===== src/rtl/bmw_pkg.sv =====
// Shared types and constants for the BMW PIFO front-end scheduler.
// Holds the FSM state type, the empty-element sentinel and the tree capacity helper.
package bmw_pkg;

  typedef enum logic [0:0] {
    ST_IDLE = 1'b0,
    ST_POP  = 1'b1
  } sched_state_t;

  // Wide enough for any supported element width; users slice the low bits.
  localparam logic [63:0] EMPTY_ELEM = '1;

  // Entries in a 4-ary tree of 'level' levels with 4 entries per node.
  function automatic int bmw_cap(input int level);
    return (32'sd4 ** (level + 32'sd1) - 32'sd4) / 32'sd3;
  endfunction

endpackage


===== src/rtl/bmw_sched_chk.sv =====
// Run-time invariant checks for the scheduler: occupancy bounds and one RPU command per cycle.
module bmw_sched_chk #(
  parameter int CW  = 3,
  parameter int CAP = 4
) (
  input logic          i_clk,
  input logic          i_arst_n,
  input logic [CW-1:0] i_count,
  input logic          i_rpu_push,
  input logic          i_rpu_pop
);

  a_count_le_cap: assert property (@(posedge i_clk) disable iff (!i_arst_n)
    i_count <= CW'(CAP));

  a_no_overflow: assert property (@(posedge i_clk) disable iff (!i_arst_n)
    !(i_rpu_push && (i_count == CW'(CAP))));

  a_no_underflow: assert property (@(posedge i_clk) disable iff (!i_arst_n)
    !(i_rpu_pop && (i_count == '0)));

  a_one_cmd: assert property (@(posedge i_clk) disable iff (!i_arst_n)
    !(i_rpu_push && i_rpu_pop));

endmodule


===== src/rtl/bmw_sched_fifo.sv =====
// Synchronous FIFO that buffers client pushes until the scheduler issues them.
// The head entry is readable the cycle after it is written.
module bmw_sched_fifo #(
  parameter int W  = 16,
  parameter int QD = 4
) (
  input  logic         i_clk,
  input  logic         i_arst_n,
  input  logic         i_wr,
  input  logic [W-1:0] i_wdata,
  input  logic         i_rd,
  output logic [W-1:0] o_rdata,
  output logic         o_full,
  output logic         o_empty
);

  localparam int AW = $clog2(QD);
  localparam logic [AW:0] PTR_ONE = {{AW{1'b0}}, 1'b1};

  logic [AW:0]  wr_ptr_q, wr_ptr_d;
  logic [AW:0]  rd_ptr_q, rd_ptr_d;
  logic [W-1:0] mem_q [QD];
  logic         wr_en_s;
  logic         rd_en_s;

  // The extra pointer MSB tells a full FIFO apart from an empty one.
  assign o_empty = (wr_ptr_q == rd_ptr_q);
  assign o_full  = (wr_ptr_q[AW] != rd_ptr_q[AW]) && (wr_ptr_q[AW-1:0] == rd_ptr_q[AW-1:0]);
  assign o_rdata = mem_q[rd_ptr_q[AW-1:0]];

  // Pointer next state.
  always_comb begin
    wr_en_s  = i_wr & ~o_full;
    rd_en_s  = i_rd & ~o_empty;
    wr_ptr_d = wr_en_s ? (wr_ptr_q + PTR_ONE) : wr_ptr_q;
    rd_ptr_d = rd_en_s ? (rd_ptr_q + PTR_ONE) : rd_ptr_q;
  end

  // Pointer registers.
  always_ff @(posedge i_clk or negedge i_arst_n) begin
    if (!i_arst_n) begin
      wr_ptr_q <= '0;
      rd_ptr_q <= '0;
    end else begin
      wr_ptr_q <= wr_ptr_d;
      rd_ptr_q <= rd_ptr_d;
    end
  end

  // Storage array.
  always_ff @(posedge i_clk) begin
    if (wr_en_s) begin
      mem_q[wr_ptr_q[AW-1:0]] <= i_wdata;
    end
  end

endmodule


===== src/rtl/bmw_op_scheduler.sv =====
// Front-end scheduler for one BMW PIFO tree: buffers pushes, tracks occupancy, issues one RPU op per cycle.
// Optional BMW_SCHED_STATS_EN adds push/pop/empty-reply statistics counters with a synchronous clear.
module bmw_op_scheduler
  import bmw_pkg::*;
#(
  parameter int PTW   = 16,
  parameter int MTW   = 0,
  parameter int LEVEL = 8,
  parameter int CAP   = bmw_cap(LEVEL),
  parameter int QD    = 4,
  parameter int GAP   = 1
) (
  input  logic                       i_clk,
  input  logic                       i_arst_n,
`ifdef BMW_SCHED_STATS_EN
  input  logic                       i_stat_clr,
  output logic [31:0]                o_stat_push,
  output logic [31:0]                o_stat_pop,
  output logic [31:0]                o_stat_empty_pop,
`endif
  input  logic                       i_push_valid,
  input  logic [MTW+PTW-1:0]         i_push_data,
  output logic                       o_push_ready,
  input  logic                       i_pop_valid,
  output logic                       o_pop_ready,
  output logic                       o_rsp_valid,
  output logic [MTW+PTW-1:0]         o_rsp_data,
  output logic                       o_rsp_empty,
  output logic                       o_rpu_push,
  output logic [MTW+PTW-1:0]         o_rpu_push_data,
  input  logic                       i_rpu_push_ready,
  output logic                       o_rpu_pop,
  input  logic                       i_rpu_pop_ready,
  input  logic                       i_rpu_pop_valid,
  input  logic [MTW+PTW-1:0]         i_rpu_pop_data,
  output logic [$clog2(CAP+1)-1:0]   o_count,
  output logic                       o_full
);

  localparam int DW = MTW + PTW;
  localparam int CW = $clog2(CAP + 1);
  localparam int GW = (GAP > 0) ? $clog2(GAP + 1) : 1;

  sched_state_t  state_q, state_d;
  logic          rr_q, rr_d;
  logic [GW-1:0] gap_q, gap_d;
  logic [CW-1:0] count_q, count_d;
  logic          full_q, full_d;
  logic          rsp_valid_q, rsp_valid_d;
  logic          rsp_empty_q, rsp_empty_d;
  logic [DW-1:0] rsp_data_q, rsp_data_d;

  logic          fifo_full_s, fifo_empty_s;
  logic [DW-1:0] fifo_head_s;
  logic          push_req_s, pop_req_s;
  logic          push_grant_s, pop_grant_s, empty_rply_s;

  bmw_sched_fifo #(.W(DW), .QD(QD)) u_fifo (
    .i_clk    (i_clk),
    .i_arst_n (i_arst_n),
    .i_wr     (i_push_valid & ~fifo_full_s),
    .i_wdata  (i_push_data),
    .i_rd     (push_grant_s),
    .o_rdata  (fifo_head_s),
    .o_full   (fifo_full_s),
    .o_empty  (fifo_empty_s)
  );

  // Arbitration, FSM next state, occupancy and response formation.
  always_comb begin
    state_d      = state_q;
    rr_d         = rr_q;
    push_grant_s = 1'b0;
    pop_grant_s  = 1'b0;
    empty_rply_s = 1'b0;
    rsp_valid_d  = 1'b0;
    rsp_empty_d  = 1'b0;
    rsp_data_d   = rsp_data_q;
    push_req_s   = ~fifo_empty_s & ~full_q & i_rpu_push_ready;
    pop_req_s    = i_pop_valid & i_rpu_pop_ready & (count_q != '0);
    case (state_q)
      ST_IDLE: begin
        empty_rply_s = i_pop_valid & (count_q == '0) & fifo_empty_s;
        // On the pop's turn a gap-blocked pop still holds pushes back, so a push stream cannot starve pops.
        if (pop_req_s && (!rr_q || !push_req_s)) begin
          pop_grant_s = (gap_q == '0);
        end else begin
          push_grant_s = push_req_s;
        end
        if (pop_grant_s) begin
          state_d = ST_POP;
          rr_d    = 1'b1;
        end else if (push_grant_s) begin
          rr_d = 1'b0;
        end else begin
          rr_d = rr_q;
        end
        if (empty_rply_s) begin
          rsp_valid_d = 1'b1;
          rsp_empty_d = 1'b1;
          rsp_data_d  = EMPTY_ELEM[DW-1:0];
        end else begin
          rsp_data_d = rsp_data_q;
        end
      end
      ST_POP: begin
        if (i_rpu_pop_valid) begin
          state_d     = ST_IDLE;
          rsp_valid_d = 1'b1;
          rsp_data_d  = i_rpu_pop_data;
        end else begin
          state_d = ST_POP;
        end
      end
      default: begin
        state_d = ST_IDLE;
      end
    endcase

    if (push_grant_s) begin
      count_d = count_q + CW'(32'd1);
    end else if (pop_grant_s) begin
      count_d = count_q - CW'(32'd1);
    end else begin
      count_d = count_q;
    end
    full_d = (count_d == CW'(CAP));

    if (push_grant_s) begin
      gap_d = GW'(GAP);
    end else if (gap_q != '0) begin
      gap_d = gap_q - GW'(32'd1);
    end else begin
      gap_d = gap_q;
    end
  end

  // Scheduler state registers.
  always_ff @(posedge i_clk or negedge i_arst_n) begin
    if (!i_arst_n) begin
      state_q     <= ST_IDLE;
      rr_q        <= 1'b0;
      gap_q       <= '0;
      count_q     <= '0;
      full_q      <= 1'b0;
      rsp_valid_q <= 1'b0;
      rsp_empty_q <= 1'b0;
      rsp_data_q  <= EMPTY_ELEM[DW-1:0];
    end else begin
      state_q     <= state_d;
      rr_q        <= rr_d;
      gap_q       <= gap_d;
      count_q     <= count_d;
      full_q      <= full_d;
      rsp_valid_q <= rsp_valid_d;
      rsp_empty_q <= rsp_empty_d;
      rsp_data_q  <= rsp_data_d;
    end
  end

  assign o_push_ready    = ~fifo_full_s;
  assign o_pop_ready     = pop_grant_s | empty_rply_s;
  assign o_rpu_push      = push_grant_s;
  assign o_rpu_push_data = push_grant_s ? fifo_head_s : '0;
  assign o_rpu_pop       = pop_grant_s;
  assign o_rsp_valid     = rsp_valid_q;
  assign o_rsp_empty     = rsp_empty_q;
  assign o_rsp_data      = rsp_data_q;
  assign o_count         = count_q;
  assign o_full          = full_q;

`ifdef BMW_SCHED_STATS_EN
  logic [31:0] stat_push_q, stat_push_d;
  logic [31:0] stat_pop_q, stat_pop_d;
  logic [31:0] stat_empty_q, stat_empty_d;

  // Free-running event counters; clear wins over a same-cycle event.
  always_comb begin
    if (i_stat_clr) begin
      stat_push_d  = '0;
      stat_pop_d   = '0;
      stat_empty_d = '0;
    end else begin
      stat_push_d  = stat_push_q + {31'd0, push_grant_s};
      stat_pop_d   = stat_pop_q + {31'd0, pop_grant_s};
      stat_empty_d = stat_empty_q + {31'd0, empty_rply_s};
    end
  end

  // Statistics registers.
  always_ff @(posedge i_clk or negedge i_arst_n) begin
    if (!i_arst_n) begin
      stat_push_q  <= '0;
      stat_pop_q   <= '0;
      stat_empty_q <= '0;
    end else begin
      stat_push_q  <= stat_push_d;
      stat_pop_q   <= stat_pop_d;
      stat_empty_q <= stat_empty_d;
    end
  end

  assign o_stat_push      = stat_push_q;
  assign o_stat_pop       = stat_pop_q;
  assign o_stat_empty_pop = stat_empty_q;
`endif

  bmw_sched_chk #(.CW(CW), .CAP(CAP)) u_chk (
    .i_clk      (i_clk),
    .i_arst_n   (i_arst_n),
    .i_count    (count_q),
    .i_rpu_push (push_grant_s),
    .i_rpu_pop  (pop_grant_s)
  );

endmodule


===== config.mk =====
export PLATFORM = sky130hd
export DESIGN_NAME = bmw_op_scheduler
export DESIGN_NICKNAME = d
export VERILOG_FILES = /design/src/rtl/bmw_pkg.sv /design/src/rtl/bmw_sched_chk.sv /design/src/rtl/bmw_sched_fifo.sv /design/src/rtl/bmw_op_scheduler.sv
export SDC_FILE = /design/constraint.sdc
export NUM_CORES = 1
export LEC_CHECK = 0
export CORE_MARGIN = 2
export CORE_UTILIZATION = 52
export DETAILED_ROUTE_END_ITERATION = 10
export PLACE_DENSITY = 0.78
export SYNTH_ARGS = -nofsm -noshare
export SYNTH_HDL_FRONTEND = slang
export SYNTH_SLANG_ARGS = --single-unit

===== constraint.sdc =====
create_clock -name i_clk -period 3.4 [get_ports i_clk]
set_clock_uncertainty 0.05 [all_clocks]
set_input_delay 0.85 -clock i_clk [delete_from_list [all_inputs] [get_ports i_clk]]
set_output_delay 0.85 -clock i_clk [all_outputs]
set_load 0.02 [all_outputs]

==> out/metrics.yaml, run 1 <==
outcome:
  run_status: "complete, no violations"
worst_setup_path:
  start_kind: "primary input"
  critPathRequiredTime_ps: 2500
  ff2ff_setup_slack_ps: 330
  crit_arrival_ps: 2410
  r2r_start: "u_fifo.wr_ptr_q[1]"
  crit_chain: "clkdlybuf4s50_1, nand3b_1, o211a_4, a21o_4, nor2b_1, clkdlybuf4s15_2"
  worst-setup-path-type: "primary input to output port"
  crit_slowest_cell: "clkdlybuf4s50_1"
  crit_path_max_incr_delay_ps: 490
  crit_path_start: "i_rpu_push_ready"
  r2r_end: "o_full"
  cp-end-kind: "output port"
  worstRegToRegCells: 11
  path_max_fanout: 10
clocking:
  postCtsHoldBufs: 0
  cts_buffers: 9
  worstSkewPairLatency_ps: 370
  tritoncts: "done"
  clkTransAtPathRegs_ps: 110
  cts_max_level: 3
  clk_path_buf_depth: 2
  post_cts_buffers: 0
  cts_root_buffer: "clkbuf_8"
  cts.sinks: 109
yosys:
  syn-num-nets: 430
  synth.distinct_cells: 60
  yosys_warnings: 0
  synth_top_area_cell: "edfxtp_1"
  synth_flop_cell: "edfxtp_1"
  yosysMostFrequentCell: "edfxtp_1"
  async_reset_ff_share_pct: 41.28
  synth.area.top_cells: "edfxtp_1 38%, dfrtp_1 15%, dfstp_2 8.4%"
  synth_cells: 383
  avgSynthCellArea_sq_um: 13.03
  synth.top_cell.area_share_pct: 38.50
  yosysSeqAreaShare_pct: 61.45
  synth_edf_count: 64
  ys_ff_latch: 109
  synth_top_cells_by_count: "64 x edfxtp_1, 40 x nor2_1, 29 x dfrtp_1, 24 x nor3_1, 23 x nand2_1"
  syn-cell-area_sq_um: 4992
hold_path:
  whs_path_depth: 1
  hp-class: "register to register"
  holdCritStartpoint: "u_fifo.wr_ptr_q[2]"
  hold_end: "u_fifo.wr_ptr_q[2]"
final_layout:
  n_fill_cell: 680
  n_antenna_cell: 0
  seqCellArea_sq_um: 3068
  multi_input_area_sq_um: 1837
  final_cells: 654
  num-nets-final: 567
  area_growth_pct: 30.75
  drive_above_1_share_pct: 25.71
floorplanning:
  core_sq_um: 9284
  die_area_sq_um: 10400
  rows: 35
  ios: 95
  start_util_pct: 53.77
  die_y_um: 102.0
  die_x_um: 102.0
route:
  via_count: 3687
  firstDrtPassIters: 4
  drt-initial-drc-count: 245
  routed_via_density: 5.638
  routed_wire_length_per_instance_um: 18.18
  drc_errors: 0
  routed_wl_um: 11890
  ant_nets: 0
placement:
  portBuffers: 94
  dp.cells: 637
  dpl.hpwl_um: 8260
  gp_congestion: 0.8563
global_routing:
  grtUsageTotal_pct: 23.12
  grt_remaining_overflow: 0
  grt_max_degree: 46
  grt_pass1_vias: 3613
  grt_pass1_wl_um: 18220
  antenna_found_initial: 0
flow_run:
  max_cap_violations: 0
timing:
  tns_ps: 0
  worst_pin_slew_ps: 983.9
  fin_crit_sh_pct: 97.32
  drv_slew: 0
  fmax_mhz: 302.2
  hold_viol: 0
  rsz0062_at_grt: "yes"
  finalSetupViolCount: 0
  min_period_ps: 3309
  slew-limit-headroom_pct: 34.40
power:
  p_per_area_nw_per_um2: 840.9
  clockPowerShare_pct: 14.1
  total_power_mw: 5.489
  power.share.switching_pct: 38.58
  p_int_mw: 3.372
  peakVddDrop_mv: 0.4718
  seqPwrFrac_pct: 37.8
  power.leakage_nw: 2.464
  p_sw_mw: 2.117
  p_comb_share_pct: 48.1
## what timing repair did
action,in CTS,in global routing
resized for setup,39,28
setup endpoints to repair,20,20
endpoints found under the hold margin,0,0
gates cloned,0,1
## power groups by stage
stage	logic (mW)	clock network, mW	registers [mW]
2_1_floorplan	1.28	0	2.32
3_5_place_dp	2.68	0	2.09
6_report	2.64	0.775	2.07
5_1_grt	2.85	0.848	2.12
3_3_place_gp	2.64	0	2.06
4_1_cts	2.66	0.796	2.07
## layout make-up
| type | instances | area share (%) |
|---|---|---|
| sequential | 109 | 47.00 |
| multi-input combinational | 245 | 28.14 |
| timing repair buffer | 144 | 18.73 |
| tap | 129 | 2.473 |
| clock buffer | 9 | 1.898 |
| clock inverter | 7 | 1.131 |
| inverter | 11 | 0.6325 |
## worst max path at each step
stage	endpoint	slack (ps)	cells past startpoint
6_report	o_rpu_push_data[7]	90	6
3_5_place_dp	o_full	-490	11
4_1_cts	o_rpu_push_data[11]	3	6
3_3_place_gp	o_full	-410	11
2_1_floorplan	o_rpu_push_data[10]	170	7
5_1_grt	o_rpu_push_data[7]	-20	7
## critical path: cells and delay by family
| family | cells | cell delay (ps) |
|---|---|---|
| AND/OR/NAND/NOR | 2 | 250 |
| AO/OA/AOI/OAI | 2 | 540 |
| buffers and inverters | 2 | 760 |
## registers in the layout, summed over array words and instances, names as in the netlist
signal           flops
o_rsp_valid          1
o_full               1
gap_q                1
u_fifo.wr_ptr_q      3
u_fifo.rd_ptr_q      3
state_q              1
o_rsp_empty          1
rr_q                 1
u_fifo.mem_q        64
o_count             17
o_rsp_data          16
## stage by stage
stage               hold slack [ps]  instance area, sq um  setup WS, ps  utilization (%)
CTS                           447.1                  6578         2.772            70.85
global placement              426.4                  6362        -411.0            68.53
detailed placement            428.2                  6362        -492.5            68.53
floorplan                     397.4                  4992         174.5                -
finish                        443.0                  6528         91.06            70.31
global route                  480.5                  6528        -22.76            70.31
## cell usage in the layout (no fill, tap or decap), types with 3 or more instances in the layout
master and instances:
and3_1 6, nor2b_1 17, mux4_2 16, dfstp_2 16, nand2b_1 3, xor2_1 4
nand3_1 6, nand3b_1 3, a211oi_1 5, dfrtp_1 29, clkdlybuf4s50_1 74, xnor2_1 11
edfxtp_1 64, a21oi_1 3, buf_4 50, clkbuf_8 9, a31oi_1 5, nand4_1 7
buf_2 3, nand2_1 23, and2_1 3, ha_1 8, clkbuf_2 16, or3_1 3
nor4_1 12, inv_1 10, o21ai_0 6, nor3_1 24, nor2_1 40, inv_8 3
## cells by family after synthesis
logic type / count (synthesis) / share of synthesized area [%]
DFF: 109 / 61.45
AOI/OAI and AO/OA: 34 / 4.787
buffers and inverters: 30 / 2.882
and+or+nand+nor: 169 / 18.65
adders and majority gates: 8 / 2.005
muxes: 17 / 7.419
xor gates and xnor gates: 16 / 2.807
## metal layers
layer,up-vias,track usage [%],part of all wire (%)
li1,1713,-,-
met1,1807,31.64,43
met2,141,38.21,49
met3,26,3.694,6.2
met4,0,7.692,2.3
met5,-,0,0
Power figures use the tool's default switching activity.
==> inputs of run 2 (changes only) <==
--- a/config.mk
+++ b/config.mk
@@ -5,6 +5,8 @@
 export SDC_FILE = /design/constraint.sdc
 export NUM_CORES = 1
 export LEC_CHECK = 0
+export ABC_CLOCK_PERIOD_IN_PS = 3400
+export CORE_ASPECT_RATIO = 0.5
 export CORE_MARGIN = 2
 export CORE_UTILIZATION = 52
 export DETAILED_ROUTE_END_ITERATION = 10
==> run 2 against run 1 <==
Compared with the run above:
- setup slack got worse by 20 ps
- highest routed layer unchanged
- combinational power is 3% lower
- routed wire length is 4.3% lower
- count of clock-buffer cells in the layout rose by 1
- largest cell class unchanged
==> out/metrics.yaml, run 2 (synthesis gave the netlist of run 1 again) <==
clocking:
  worstSkewPairLatency_ps: 350  # -20 ps
  cts_root_buffer: "clkbuf_16"
  cts_buffers: 9  # unchanged
  post_cts_buffers: 0  # unchanged
  tritoncts: "done"
  clkTransAtPathRegs_ps: 70  # -40 ps
  cts_max_level: 3  # unchanged
  clk_path_buf_depth: 2  # unchanged
  cts.sinks: 109  # unchanged
worst_setup_path:
  start_kind: "primary input"
  crit_buf_inv: 3  # +1
  ff2ff_setup_slack_ps: 420  # +90 ps
  crit_path_max_incr_delay_ps: 540  # +50 ps
  critPathRequiredTime_ps: 2500  # about the same
  worst-setup-path-type: "primary input to output port"
  crit_chain: "clkdlybuf4s50_1, nand3b_1, o211ai_1, or4_4, inv_1, clkdlybuf4s15_2"
  crit_family: "buffers and inverters"
  r2r_start: "o_count[11]"
  crit_path_start: "i_rpu_push_ready"
  worstRegToRegCells: 10  # -1
  path_max_fanout: 4  # -6
  crit_arrival_ps: 2430  # +20 ps
  cp-end-kind: "output port"
  r2r_end: "o_full"
  crit_slowest_cell: "or4_4"
final_layout:
  num-nets-final: 561  # -1.1%
  multi_input_area_sq_um: 1805  # -1.7%
  layout_commonest_cell: "clkdlybuf4s50_1"
  seqCellArea_sq_um: 3068  # unchanged
  area_growth_pct: 31.28
  drive_above_1_share_pct: 23.89  # -1.8 points
  final_cell_mix: "74 x clkdlybuf4s50_1, 64 x edfxtp_1, 45 x buf_4"
  n_fill_cell: 682  # +0.29%
  largest_reg_flops: 64  # unchanged
  n_antenna_cell: 0  # unchanged
  finish.instance_area_sq_um: 6554  # +0.40%
floorplanning:
  die_y_um: 73.29  # -28%
  rows: 25  # -29%
  die_area_sq_um: 10450  # +0.46%
  ios: 95  # unchanged
  core_sq_um: 9384  # +1.1%
  start_util_pct: 53.20  # -0.57 points
  die_x_um: 142.6  # +40%
route:
  firstDrtPassIters: 5  # +1
  drt-initial-drc-count: 256  # +4.5%
  routed_wire_length_per_instance_um: 17.79  # -2.2%
  routed_via_density: 5.592  # -0.81%
  via_count: 3579  # -2.9%
  drc_errors: 0  # unchanged
  routed_wl_um: 11380  # -4.3%
  ant_nets: 0  # unchanged
global_routing:
  grt_pass1_vias: 3487  # -3.5%
  grtUsageTotal_pct: 22.86  # -0.25 points
  grt_remaining_overflow: 0  # unchanged
  grt_max_degree: 46  # unchanged
  grt_pass1_wl_um: 17920  # -1.7%
  antenna_found_initial: 0  # unchanged
hold_path:
  holdCritStartpoint: "rr_q"
  hp-class: "register to register"
  whs_path_depth: 2  # +1
  hold_end: "rr_q"
placement:
  dpl.hpwl_um: 7756  # -6.1%
  place_area_sq_um: 6315  # -0.75%
  gp_congestion: 0.9083  # +6.1%
  portBuffers: 94  # unchanged
timing:
  whs_ps: 433.3  # -9.668 ps
  min_period_ps: 3329  # +19.90 ps
  drv_slew: 0  # unchanged
  finalSetupViolCount: 0  # unchanged
  fmax_mhz: 300.4  # -0.60%
  fin_crit_sh_pct: 97.91  # +0.59 points
  worst_pin_slew_ps: 1019  # +35.45 ps
  hold_viol: 0  # unchanged
  slew-limit-headroom_pct: 32.04  # -2.4 points
power:
  p_per_area_nw_per_um2: 863.4  # +2.7%
  peakVddDrop_mv: 0.4461  # -5.5%
  power.leakage_nw: 2.486  # +0.90%
flow_run:
  max_cap_violations: 0  # unchanged
outcome:
  run_status: "complete, no violations"
[run 2: cell count changes in the layout (fill, tap and decap cells not counted), sizes merged]
cell	change
a21o	-1
buf	-7
clkbuf	+1
clkdlybuf4s15	+2
clkinv	+1
clkinvlp	-2
[run 2: layout make-up]
type                       count  area share (%)
tap                          121           2.310
multi-input combinational    244           27.55
sequential                   109           46.81
timing repair buffer         139           18.25
inverter                      11          0.6300
clock buffer                  10           3.494
clock inverter                 6          0.9546
[run 2: what timing repair did]
item                                    4_1_cts  5_1_grt
gates resized for setup                      27       34
endpoints found under the setup margin       19       20
hold buffers                                  0        0
endpoints found under the hold margin         0        0
[run 2: layer usage]
layer,share of wire [%],GRT usage [%],vias to the layer above
li1,-,-,1684
met2,51,38.30,128
met5,0,0,-
met3,5.2,5.737,13
met1,43,30.44,1754
met4,1.3,6.381,0
[run 2: worst max-delay path by stage]
stage | end | slack, ps | cells after the start
finish | o_rpu_pop | 70 | 6
detailed placement | o_rpu_push_data[15] | -400 | 6
CTS | o_rpu_push_data[15] | 9 | 6
global route | o_rpu_pop | -3 | 6
floorplan | o_rpu_push_data[10] | 170 | 7
global placement | o_rpu_push_data[4] | -320 | 6
[run 2: through the flow]
stage / utilization (%) / instances / worst slack (ps) / setup TNS (ps) / power [mW]
3_3_place_gp: 67.29 / 624 / -320.9 / -5978 / 4.660
3_5_place_dp: 67.29 / 624 / -400.3 / -6850 / 4.713
6_report: 69.84 / 640 / 71.16 / 0 / 5.659
5_1_grt: 69.84 / 640 / -2.650 / -2.650 / 5.976
2_1_floorplan: - / 383 / 174.5 / 0 / 3.591
4_1_cts: 70.43 / 640 / 8.830 / 0 / 5.709
[run 2: worst reg2reg max path, delay by kind of cell (launching register included)]
family / cells / cell delay, ps
DFF: 1 / 380
AOI/OAI and AO/OA: 1 / 200
buffers and inverters: 2 / 380
and+or+nand+nor: 7 / 1890
[run 2: where the power goes]
group	total [mW]	internal, mW	switching [mW]
registers	2.07	1.88	0.193
logic	2.57	1.17	1.40
clock network	1.02	0.518	0.498
==> inputs of run 3 (changes only) <==
--- a/config.mk
+++ b/config.mk
@@ -11,6 +11,7 @@
 export CORE_UTILIZATION = 52
 export DETAILED_ROUTE_END_ITERATION = 10
 export PLACE_DENSITY = 0.78
+export RECOVER_POWER = 50
 export SYNTH_ARGS = -nofsm -noshare
 export SYNTH_HDL_FRONTEND = slang
 export SYNTH_SLANG_ARGS = --single-unit
==> run 3 against run 2 <==
Compared with the run above:
- clock power hardly changed
- setup slack better by 1.8 ps
- the run now ends with capacitance limit, slew limit left
- routed wire length hardly changed
- cell count stayed put
- first-iteration DRC count increased by 16%
- global-route usage did not move
- largest cell class unchanged
- cell area fell by 0.31%
- die area is the same
- sequential share of layout area grew 0.14 points
- power fell by 0.23%
- largest power group unchanged
==> out/metrics.yaml, run 3 (synthesis gave the netlist of run 1 again) <==
outcome:
  run_status: "complete, but fails checks"
  violations: "capacitance limit, slew limit"
timing:
  hold_viol: 0  # unchanged
  fmax_mhz: 300.6  # about the same
  tns_ps: 0  # unchanged
  slew-limit-headroom_pct: -64.06  # -96 points
  drv_slew: 46  # +46
  worst_pin_slew_ps: 2461  # +1442 ps
  finalSetupViolCount: 0  # unchanged
  min_period_ps: 3327  # -1.829 ps
  fin_crit_sh_pct: 97.85  # about the same
worst_setup_path:
  path_max_fanout: 4  # unchanged
  critPathRequiredTime_ps: 2500  # about the same
  crit_chain: "clkdlybuf4s50_1, nand3b_1, o211ai_1, or4_4, inv_1, clkdlybuf4s15_2"
  crit_path_max_incr_delay_ps: 540  # about the same
  worst-setup-path-type: "primary input to output port"
  crit_arrival_ps: 2430  # about the same
  cp-end-kind: "output port"
  crit_slowest_cell: "or4_4"
  start_kind: "primary input"
placement:
  dp.cells: 624  # unchanged
  portBuffers: 94  # unchanged
  gp_congestion: 0.9083  # unchanged
  dpl.hpwl_um: 7756  # unchanged
clocking:
  worstSkewPairLatency_ps: 350  # about the same
  clk_path_buf_depth: 2  # unchanged
  tritoncts: "done"
  cts_root_buffer: "clkbuf_16"
  cts.sinks: 109  # unchanged
  cts_buffers: 9  # unchanged
  cts_max_level: 3  # unchanged
  clkTransAtPathRegs_ps: 70  # about the same
final_layout:
  n_fill_cell: 687  # +0.73%
  n_antenna_cell: 0  # unchanged
  final_cells: 640  # unchanged
  final_cell_mix: "64 x edfxtp_1, 58 x clkdlybuf4s50_1, 40 x nor2_1, 40 x buf_4, 29 x dfrtp_1"
  num-nets-final: 561  # unchanged
  area_growth_pct: 30.88
  layout_commonest_cell: "edfxtp_1"
  drive_above_1_share_pct: 22.74  # -1.2 points
  largest_reg_flops: 64  # unchanged
global_routing:
  grt_max_degree: 46  # unchanged
  grt_remaining_overflow: 0  # unchanged
  grt_pass1_wl_um: 17920  # unchanged
  antenna_found_initial: 0  # unchanged
  grtUsageTotal_pct: 22.86  # unchanged
  grt_pass1_vias: 3487  # unchanged
floorplanning:
  rows: 25  # unchanged
  die_area_sq_um: 10450  # unchanged
  ios: 95  # unchanged
  start_util_pct: 53.20  # unchanged
  core_sq_um: 9384  # unchanged
  die_x_um: 142.6  # unchanged
  die_y_um: 73.29  # unchanged
power:
  p_per_area_nw_per_um2: 864.1  # about the same
  power.leakage_nw: 2.466  # -0.80%
  p_comb_share_pct: 45.3  # -0.2 points
  peakVddDrop_mv: 0.4462  # about the same
  power.share.switching_pct: 37.02  # +0.096 points
  p_sw_mw: 2.090  # about the same
  p_int_mw: 3.556  # -0.38%
  clockPowerShare_pct: 18.0  # about the same
  seqPwrFrac_pct: 36.7  # about the same
route:
  ant_nets: 0  # unchanged
  routed_wire_length_per_instance_um: 17.78  # about the same
  met1_length_um: 4995  # +2.5%
  routed_wl_um: 11380  # about the same
  via_count: 3589  # +0.28%
  dr_wl_met2_um: 5674  # -1.7%
  routed_via_density: 5.608  # +0.28%
  met3_length_um: 545  # -7.5%
  drc_errors: 0  # unchanged
  firstDrtPassIters: 5  # unchanged
  top_layer: "met4"
  drt-initial-drc-count: 297  # +16%
hold_path:
  hp-class: "register to register"
flow_run:
  max_cap_violations: 1  # +1
## run 3: power by group through the flow
stage	registers, mW	clock network (mW)	logic (mW)
floorplan	2.32	0	1.28
global placement	2.06	0	2.60
detailed placement	2.09	0	2.63
CTS	2.07	1.04	2.60
global route	2.12	1.09	2.75
finish	2.07	1.02	2.55
## run 3: per-stage QoR
stage	hold WS (ps)	power (mW)	instance area, sq um	worst slack, ps	utilization (%)
2_1_floorplan	397.4	3.591	4992	174.5	-
3_3_place_gp	419.1	4.660	6315	-320.9	67.29
3_5_place_dp	420.8	4.713	6315	-400.3	67.29
4_1_cts	438.5	5.709	6609	8.830	70.43
5_1_grt	459.3	5.963	6534	-2.650	69.63
6_report	433.1	5.646	6534	72.99	69.63
## run 3: layout make-up
class,count,area (sq um),share of cell area [%]
flip-flops and latches,109,3068,46.96
multi-input cells,244,1805,27.63
repair buffers,139,1176,18.00
clock buffers,10,229.0,3.504
well taps,121,151.4,2.317
clock inverters,6,62.56,0.9575
inverters,11,41.29,0.6319
## run 3: worst paths after layout
path,start,end,slack [ps],cells after the start
setup / recovery,i_rpu_push_ready,o_rpu_pop,70,6
hold / removal,rr_q,rr_q,430,2
setup reg to reg,o_count[11],o_full,390,10
hold reg to reg,rr_q,rr_q,430,2
max in group asynchronous,i_arst_n,o_full,700,1
min in group asynchronous,i_arst_n,u_fifo.rd_ptr_q[0],1200,1
## run 3: per-layer routing
layer | GRT usage [%] | vias to the layer above
met3 | 5.737 | 19
met2 | 38.30 | 124
met1 | 30.44 | 1756
li1 | - | 1690
met4 | 6.381 | 0
met5 | 0 | -
## run 3: critical path, delay by kind of cell
family | cells | cell delay (ps)
buffers and inverters | 3 | 790
AO/OA/AOI/OAI | 1 | 120
AND/OR/NAND/NOR | 2 | 670
## run 3: repair_timing
action | in CTS | in global routing
endpoints found under the setup margin | 19 | 20
setup buffers | 0 | 0
hold buffers | 0 | 0
resized for setup | 27 | 34
==> patch, RTL diff (settings of run 1) <==
Register the output `o_count` once more; this adds one clock of latency there. The other outputs are not delayed to match.
--- a/src/rtl/bmw_op_scheduler.sv
+++ b/src/rtl/bmw_op_scheduler.sv
@@ -166,7 +166,9 @@
   assign o_rsp_valid     = rsp_valid_q;
   assign o_rsp_empty     = rsp_empty_q;
   assign o_rsp_data      = rsp_data_q;
-  assign o_count         = count_q;
+  always_ff @(posedge i_clk) begin
+    o_count <= count_q;
+  end
   assign o_full          = full_q;
 
 `ifdef BMW_SCHED_STATS_EN
Formal check against the unedited RTL: not equivalent (Yosys sat finds a counterexample within 4 cycles, from zero or initial values and one cycle with i_arst_n low).
==> patch against run 1 <==
- power rose by 25%
- wire length rose by 8.7%
- die area rose by 6.5%
- setup slack got worse by 0.010 ns
- via count rose by 4.7%
- final cell count rose by 6.0%
- final area rose by 12%
- global-route usage rose by 1.0 points
- area after synthesis rose by 6.8%
- first-iteration DRC count rose by 16%
- sequential cell count rose by 17
- critical path type is now reg -> out
==> patch: results (changes against run 1) <==
* Hold Startpoint: count_q[15]$_DFF_PN0_
* Placed cell area at 6700 sq um (+5.3%)
* Combinational power at 2670 uW
* Clock Latency Late Sink at 0.52 ns (+0.15 ns)
* Share of cells above drive strength 1 at 27.14% (+1.4 points)
* P_int at 4504 uW (+34%)
* Reg2Reg Depth at 9 (-2)
* Cell leakage power at 0.002822 uW (+15%)
* Slowest-stage cell, CP: dfrtp_1
* Final nets at 594 (+4.8%)
* First-pass GRT wire length at 20220 um (+11%)
* Flop2flop setup slack at 0.37 ns (+0.04 ns)
* CP top delay family: simple AND/OR/NAND/NOR gates
* Gr usage total at 24.16% (+1.0 points)
* Crit path largest cell delay at 0.39 ns (-0.10 ns)
* HP Class: reg -> reg
* Antenna violations before repair at 0 (unchanged)
* Wirelength per Cell at 18.66 um (+2.6%)
* Slew @ Worst Pin at 0.9837 ns (-0.0002406 ns)
* Placed Cells incl. Taps at 657 (+3.1%)
* CTS Buf Count at 17 (+8)
* Fillers at 634 (-6.8%)
* Clk. pwr at 1820 uW (+130%)
* Largest buffer count on any clock path at 2 (unchanged)
* Crit path DAT at 2.42 ns
* VDD IR-drop max at 0.4886 mV (+3.6%)
* Worst reg2reg endpoint: o_full$_DFF_PN0_
* Syn Nets at 447 (+4.0%)
* Routed via count at 3859 (+4.7%)
* Pin count of the biggest net entering global routing at 46 (unchanged)
* Status: finished, final reports clean
* Final Hold Viols at 0 (unchanged)
* Worst hold stages at 0 (-1)
* WHS at 0.3866 ns (-0.05634 ns)
* Hold Path End: o_count[15]$_DFF_P_
* CP max FO at 5 (-5)
* Port Buffer Count at 94 (unchanged)
* Number of synthesized flops with an enable pin at 64 (unchanged)
* CTS root buffer: clkbuf_8
* Final HPWL DP at 8630 um (+4.5%)
* Max reg flops at 64 (unchanged)
* FF-to-FF Start: count_q[2]$_DFF_PN0_
* Synth area leaders: edfxtp_1, dfrtp_1, dfstp_2
* Power per cell area at 943.8 nW/um^2 (+12%)
* Ys async rst share at 35.71% (-5.6 points)
* DR vias/cell at 5.569 (-1.2%)
* Post-synth top cells: edfxtp_1, nor2_1, dfrtp_1
* Sequential area share after synthesis at 63.91% (+2.5 points)
* Synth cell types at 61 (+1.7%)
* Post-place setup slack at -0.4158 ns (+0.07676 ns)
* CTS H-tree depth at 4 (+1)
* GP Congestion at 0.9044 (+5.6%)
* DR iter-0 viols at 283 (+16%)
* 1st-pass router iterations at 7 (+3)
* Clock-pin transition on the worst setup and hold timing paths at 0.06 ns (-0.05 ns)
* Average size of a mapped cell at 13.33 sq um (+2.3%)
[patch: cell types whose count changed after synthesis]
cell and change:
dfxtp_1 +17
[patch: area by class of cell]
cell class / count / area [sq um] / area share [%]
timing repair buffer: 144 / 1219 / 16.71
inverter: 11 / 41.29 / 0.5662
tap: 133 / 166.4 / 2.282
sequential: 126 / 3410 / 46.76
multi-input combinational: 247 / 1856 / 25.45
clock buffer: 18 / 417.9 / 5.731
clock inverter: 14 / 182.7 / 2.505
[patch: worst max path at each step]
| stage | from | end | slack (ns) |
|---|---|---|---|
| 3_5_place_dp | i_rpu_push_ready | o_rpu_push_data[4] | -0.42 |
| 4_1_cts | count_q[11]$_DFF_PN0_ | o_rpu_push_data[3] | 0.002 |
| 6_report | count_q[11]$_DFF_PN0_ | o_rpu_push_data[11] | 0.08 |
| 3_3_place_gp | i_rpu_push_ready | o_rpu_push_data[2] | -0.37 |
| 2_1_floorplan | count_q[5]$_DFF_PN0_ | o_rpu_push_data[10] | 0.29 |
| 5_1_grt | count_q[8]$_DFF_PN0_ | o_rpu_push_data[10] | -0.001 |
[patch: cell families after synthesis]
kind of cell	synth area share [%]
and+or+nand+nor	17.46
adders and majority gates	1.877
AOI/OAI and AO/OA	4.482
DFF	63.91
buffers and inverters	2.698
xor gates and xnor gates	2.628
muxes	6.945
[patch: repair_timing]
item | in CTS | in global routing
resized for setup | 66 | 20
gates cloned | 1 | 2
pin swaps | 2 | 4
setup buffers | 1 | 0
endpoints found under the setup margin | 19 | 15
[patch: layer usage]
layer,wire (um),GRT usage (%)
met5,0,0
met4,233,9.905
met3,825,5.504
met2,6316,38.71
met1,5553,32.01
